<file path="config.mk">
export PLATFORM = sky130hd
export DESIGN_NAME = refresh_timer
export DESIGN_NICKNAME = d
export VERILOG_FILES = /design/src/rtl/ram_pkg.sv /design/src/rtl/slot_divider.sv /design/src/rtl/refresh_timer.sv
export SDC_FILE = /design/constraint.sdc
export NUM_CORES = 1
export LEC_CHECK = 0
export CAP_MARGIN = 20
export CELL_PAD_IN_SITES_DETAIL_PLACEMENT = 1
export CELL_PAD_IN_SITES_GLOBAL_PLACEMENT = 2
export CORE_ASPECT_RATIO = 1.4
export CORE_UTILIZATION = 31
export DETAILED_ROUTE_END_ITERATION = 10
export PLACE_DENSITY_LB_ADDON = 0.08
export RECOVER_POWER = 25
export SLEW_MARGIN = 0
export SYNTH_ARGS = -nofsm -noshare
export SYNTH_HDL_FRONTEND = slang
export SYNTH_SLANG_ARGS = --single-unit
</file>
<file path="constraint.sdc">
create_clock -name CLK -period 1.7 [get_ports CLK]
set_input_delay 0.255 -clock CLK [delete_from_list [all_inputs] [get_ports CLK]]
set_output_delay 0.255 -clock CLK [all_outputs]
set_load 0.005 [all_outputs]
</file>
<file path="src/rtl/ram_pkg.sv">
// Shared definitions for the RAM controller slice: refresh FSM state
// encoding, the default refresh divider for a 25MHz clock, and the width
// of the owed-refresh counter.
package ram_pkg;

    // Refresh request FSM states
    typedef enum logic [1:0] {
        RT_IDLE = 2'd0,
        RT_REQ  = 2'd1,
        RT_GAP  = 2'd2
    } rtState_t;

    // 15.6us refresh slot at 25MHz
    localparam int REF_DIV_25MHZ = 390;

    // Owed-refresh count is 3 bits wide (saturates at 7)
    localparam int PEND_W = 3;

endpackage : ram_pkg

</file>
<file path="src/rtl/slot_divider.sv">
// Refresh slot divider: a reloading down-counter that emits a one-clock
// registered tick every DIV enabled clocks. EN=0 freezes the count.
module slot_divider
    import ram_pkg::*;
#(
    parameter int DIV = REF_DIV_25MHZ
) (
    input  logic CLK,
    input  logic RST,
    input  logic EN,
    output logic tick
);

    localparam int TW = $clog2(DIV);
    localparam logic [TW-1:0] RELOAD = TW'(DIV - 1);

    logic [TW-1:0] timerReg;

    // Count down while enabled; the reload clock also registers the tick pulse
    always_ff @(posedge CLK) begin
        if (RST) begin
            timerReg <= RELOAD;
            tick     <= 1'b0;
        end else begin
            tick <= EN && (timerReg == '0);
            if (EN) begin
                if (timerReg == '0) begin
                    timerReg <= RELOAD;
                end else begin
                    timerReg <= timerReg - TW'(1);
                end
            end
        end
    end

endmodule : slot_divider

</file>
<file path="src/rtl/refresh_timer.sv">
// Refresh request initiator: counts owed refreshes from the slot divider
// and drives the level-type RefReq/RefUrg handshake to the RAM controller,
// retiring one owed refresh per RefAck taken while requesting.
module refresh_timer
    import ram_pkg::*;
#(
    parameter int DIV       = REF_DIV_25MHZ,
    parameter int URG_AFTER = 128,
    parameter int URG_PEND  = 2,
    parameter int MAX_PEND  = 7,
    parameter int GAP_CYC   = 2
) (
    input  logic              CLK,
    input  logic              RST,
    input  logic              EN,
    input  logic              RefAck,
    output logic              RefReq,
    output logic              RefUrg,
    output logic [PEND_W-1:0] Pending,
    output logic              Overrun
);

    localparam int AW = $clog2(URG_AFTER + 1);
    localparam int GW = (GAP_CYC > 1) ? $clog2(GAP_CYC) : 1;

    localparam logic [AW-1:0]     AGE_SAT  = AW'(URG_AFTER);
    localparam logic [GW-1:0]     GAP_LOAD = GW'(GAP_CYC - 1);
    localparam logic [PEND_W-1:0] PEND_MAX = PEND_W'(MAX_PEND);
    localparam logic [PEND_W-1:0] PEND_URG = PEND_W'(URG_PEND);

    logic              tick;
    rtState_t          stateReg;
    logic [AW-1:0]     ageReg;
    logic [AW-1:0]     ageNext;
    logic [GW-1:0]     gapReg;
    logic [PEND_W-1:0] pendingReg;
    logic [PEND_W-1:0] pendingNext;
    logic              overrunReg;
    logic              overrunNext;
    logic              ackTaken;
    logic              pendHigh;

    slot_divider #(
        .DIV (DIV)
    ) u_slot_divider (
        .CLK  (CLK),
        .RST  (RST),
        .EN   (EN),
        .tick (tick)
    );

    // Next owed-refresh count and request age; acks only count while requesting
    always_comb begin
        ackTaken    = RefAck && (stateReg == RT_REQ);
        pendingNext = pendingReg;
        overrunNext = overrunReg;
        if (tick && !ackTaken) begin
            if (pendingReg == PEND_MAX) begin
                overrunNext = 1'b1;
            end else begin
                pendingNext = pendingReg + PEND_W'(1);
            end
        end else if (ackTaken && !tick && (pendingReg != '0)) begin
            pendingNext = pendingReg - PEND_W'(1);
        end
        pendHigh = (pendingNext >= PEND_URG);
        ageNext  = (ageReg >= AGE_SAT) ? AGE_SAT : (ageReg + AW'(1));
    end

    // Debt counter and sticky overrun flag
    always_ff @(posedge CLK) begin
        if (RST) begin
            pendingReg <= '0;
            overrunReg <= 1'b0;
        end else begin
            pendingReg <= pendingNext;
            overrunReg <= overrunNext;
        end
    end

    // Request FSM with registered RefReq/RefUrg; GAP forces a low period after every ack
    always_ff @(posedge CLK) begin
        if (RST) begin
            stateReg <= RT_IDLE;
            ageReg   <= '0;
            gapReg   <= '0;
            RefReq   <= 1'b0;
            RefUrg   <= 1'b0;
        end else begin
            case (stateReg)
                RT_IDLE: begin
                    ageReg <= '0;
                    if (pendingNext != '0) begin
                        stateReg <= RT_REQ;
                        RefReq   <= 1'b1;
                        RefUrg   <= pendHigh;
                    end else begin
                        RefReq <= 1'b0;
                        RefUrg <= 1'b0;
                    end
                end
                RT_REQ: begin
                    if (ackTaken) begin
                        stateReg <= RT_GAP;
                        gapReg   <= GAP_LOAD;
                        ageReg   <= '0;
                        RefReq   <= 1'b0;
                        RefUrg   <= 1'b0;
                    end else begin
                        ageReg <= ageNext;
                        RefReq <= 1'b1;
                        RefUrg <= (ageNext >= AGE_SAT) || pendHigh;
                    end
                end
                RT_GAP: begin
                    ageReg <= '0;
                    if (gapReg == '0) begin
                        if (pendingNext != '0) begin
                            stateReg <= RT_REQ;
                            RefReq   <= 1'b1;
                            RefUrg   <= pendHigh;
                        end else begin
                            stateReg <= RT_IDLE;
                            RefReq   <= 1'b0;
                            RefUrg   <= 1'b0;
                        end
                    end else begin
                        gapReg <= gapReg - GW'(1);
                        RefReq <= 1'b0;
                        RefUrg <= 1'b0;
                    end
                end
                default: begin
                    stateReg <= RT_IDLE;
                    ageReg   <= '0;
                    RefReq   <= 1'b0;
                    RefUrg   <= 1'b0;
                end
            endcase
        end
    end

    assign Pending = pendingReg;
    assign Overrun = overrunReg;

endmodule : refresh_timer

</file>
==> flow_metrics.tcl, run 1 <==
set metrics [dict create \
    outcome "finished with violations" \
    violations "negative setup slack" \
    cts_buffer_depth 2 \
    yosysUniqueCellTypes 32 \
    cts.reportedPaths.clkPinSlew_ns 0.09 \
    layout.nets 174 \
    tns_ns -0.0184 \
    die_area_um2 4130 \
    globalRouteMet1Util 0.164 \
    regArea_um2 546 \
    worst_slew_pin_slew_ns 0.295 \
    hold_viol_final 0 \
    viasPerCell 4.89 \
    fmax_ghz 0.582 \
    max_stage_delay_ns 0.44 \
    cts-root-buf "clkbuf_8" \
    yosysWarnings 0 \
    critical_path.max_fanout 3 \
    clk_latency_ns 0.27 \
    diodes 0 \
    synth_area_leaders "dfxtp_1 (45%), ha_1 (6.3%), nor2_1 (6.3%), xnor2_1 (4.4%), xor2_1 (3.6%)" \
    place_ws_ns -0.273 \
    hpwl_um 1980 \
    worstPathArrival_ns 1.88 \
    drc 0 \
    place_area_um2 1440 \
    grt-ovfl-total 0 \
    setup_ws_ns -0.0173 \
    syn_area_um2 1200 \
    syn-num-nets 146 \
    avgSynthCellArea_um2 8.83 \
    portBuffers 9 \
    skew_ns 0.00177 \
    mostFrequentLayoutCells "dfxtp_1 (23), nor2_1 (18), buf_4 (16), nand2_1 (10)" \
    worstPathRequired_ns 1.86 \
    synth_top_area_frac 0.450 \
    ios 10 \
    cp-end-kind "flop" \
    ir_drop_uv 405 \
    synth_cells 136 \
    firstDrtPassIters 4 \
    multi_input_area_um2 678 \
    rows 26 \
    htree_levels 1 \
    grtUsageMet2 0.248 \
    drive_above_1_share 0.239 \
    final_core_util 0.428 \
    die_h_um 75.7 \
    power_leakage_nw 0.611 \
    power_mw 1.10 \
    finalCritPeriodShare 1.01 \
    fin_cells 205 \
    finalSetupViolCount 2 \
    clock_sinks 27 \
    grt_pass1_vias 1014 \
    hold_path.class "flop to flop" \
    grt_max_degree 16 \
    num_vias 1003 \
    seq_area_frac_synth 0.450 \
    min_period_ns 1.72 \
    tritoncts "done" \
    yosysTopAreaCell "dfxtp_1" \
    finalWirelength_um 2620 \
    cp-start-kind "flop" \
    crit_type "flop to flop" \
    wl_per_cell_um 12.8 \
    filler_cell_count 462 \
    grtUsageMet3 0.0200 \
    rsz0062_at_grt "true" \
    synth-seq-cells 27 \
    maxCapViolations 0 \
    ant_nets 0 \
    drtIter0Drc 8 \
    slew-limit-headroom 0.801 \
    timing.final.max_slew_violations 0 \
    stdcell_area_um2 1570 \
    fin_hold_ws_ns 0.487 \
    grt_antenna_before_repair 0 \
    slowest_stage "or4_4" \
    final_common_cell "dfxtp_1" \
    fp.coreArea_um2 3680 \
    gp_congestion 0.833 \
    grt_usage 0.140 \
    die_x_um 54.6 \
    p_per_area_nw_per_um2 697 \
    grt_first_pass_wirelength_um 4220 \
    area_delta_synth_final_pct 31.0 \
    critical_path.cell_chain "inv_2 > ha_4 > nand3b_4 > or4_4 > o31a_1 > or3_1" \
    grt_busiest_layer "met2" \
    cts_buffers 3 \
    start_util 0.327 \
    dp.cells 199 \
]
[flip-flops by register name, indices dropped and copies added (netlist names)]
register,flops
u_slot_divider.timerReg,9
RefUrg,1
Overrun,1
gapReg,1
Pending,3
RefReq,1
u_slot_divider.tick,1
ageReg,8
stateReg,2
[synth_stat cells]
cell	count
inv_1	11
nand3b_2	1
xnor2_1	6
a21oi_1	7
a41oi_1	1
nand2b_1	1
a32oi_1	1
or4_4	1
o21ai_0	5
nand3_1	6
and3b_1	1
o31a_1	1
nor4_2	1
nor2_1	20
nor4b_2	1
clkbuf_1	2
nor3b_1	1
dfxtp_1	27
xor2_1	5
and3_1	1
nand2_1	10
o21bai_1	2
a31oi_1	2
o211ai_1	1
a211oi_1	1
or2_2	1
a31o_2	1
ha_1	6
nand3b_1	3
nor2b_1	3
or3_1	3
nor3_1	3
[repair_timing]
action                     4_1_cts  5_1_grt
hold buffers                     0        0
gates resized for setup          2       17
pin swaps                        1        6
setup endpoints to repair        3       11
cloned                           0        0
setup buffers                    0        2
[layer usage]
layer,vias up,share of wire
li1,510,-
met1,478,0.44
met5,-,0
met3,5,0.015
met2,10,0.53
met4,0,0.018
[final timing paths]
check | startpoint | endpoint | slack, ns | depth (start not counted)
worst max-delay path | u_slot_divider.timerReg[0]$_SDFFE_PP1P_ | u_slot_divider.timerReg[8]$_SDFFE_PP1P_ | -0.02 | 6
worst min-delay path | ageReg[0]$_SDFF_PP0_ | ageReg[0]$_SDFF_PP0_ | 0.49 | 1
worst max register to register | u_slot_divider.timerReg[0]$_SDFFE_PP1P_ | u_slot_divider.timerReg[8]$_SDFFE_PP1P_ | -0.02 | 6
worst min register to register | ageReg[0]$_SDFF_PP0_ | ageReg[0]$_SDFF_PP0_ | 0.49 | 1
[final cells by class]
cell class | instances | share of cell area
Clock buffer | 3 | 0.0262
Clock inverter | 1 | 0.00318
Inverter | 11 | 0.0262
Multi-Input combinational cell | 96 | 0.431
Sequential cell | 27 | 0.347
Tap cell | 42 | 0.0334
Timing Repair Buffer | 25 | 0.134
[power by group]
group	total [mW]	leakage [nW]	switching (mW)	internal (mW)
registers	0.648	0.219	0.00710	0.641
logic	0.0832	0.366	0.0364	0.0468
clock network	0.366	0.0255	0.202	0.164
total	1.10	0.611	0.246	0.852
[critical path: cells and delay by family, from the launching register on]
family / cells / cell delay, ns
buffers and inverters: 1 / 0.06
adder cells (fa/ha/maj): 1 / 0.14
AO/OA/AOI/OAI: 1 / 0.25
AND/OR/NAND/NOR: 3 / 0.82
flip-flops: 1 / 0.33
[cells by family after synthesis]
logic type,Yosys count,share of synthesized area
buffers and inverters,13,0.0406
AOI/OAI and AO/OA,22,0.115
and+or+nand+nor,57,0.252
xor gates and xnor gates,11,0.0802
DFF,27,0.450
adders and majority gates,6,0.0625
Power figures use the tool's default switching activity.
==> run 2, diff against run 1 <==
- CTS_CLUSTER_SIZE: not set -> 28
==> results of run 2 <==
No change in the layout: final DEF, timing and power equal those of run 1.
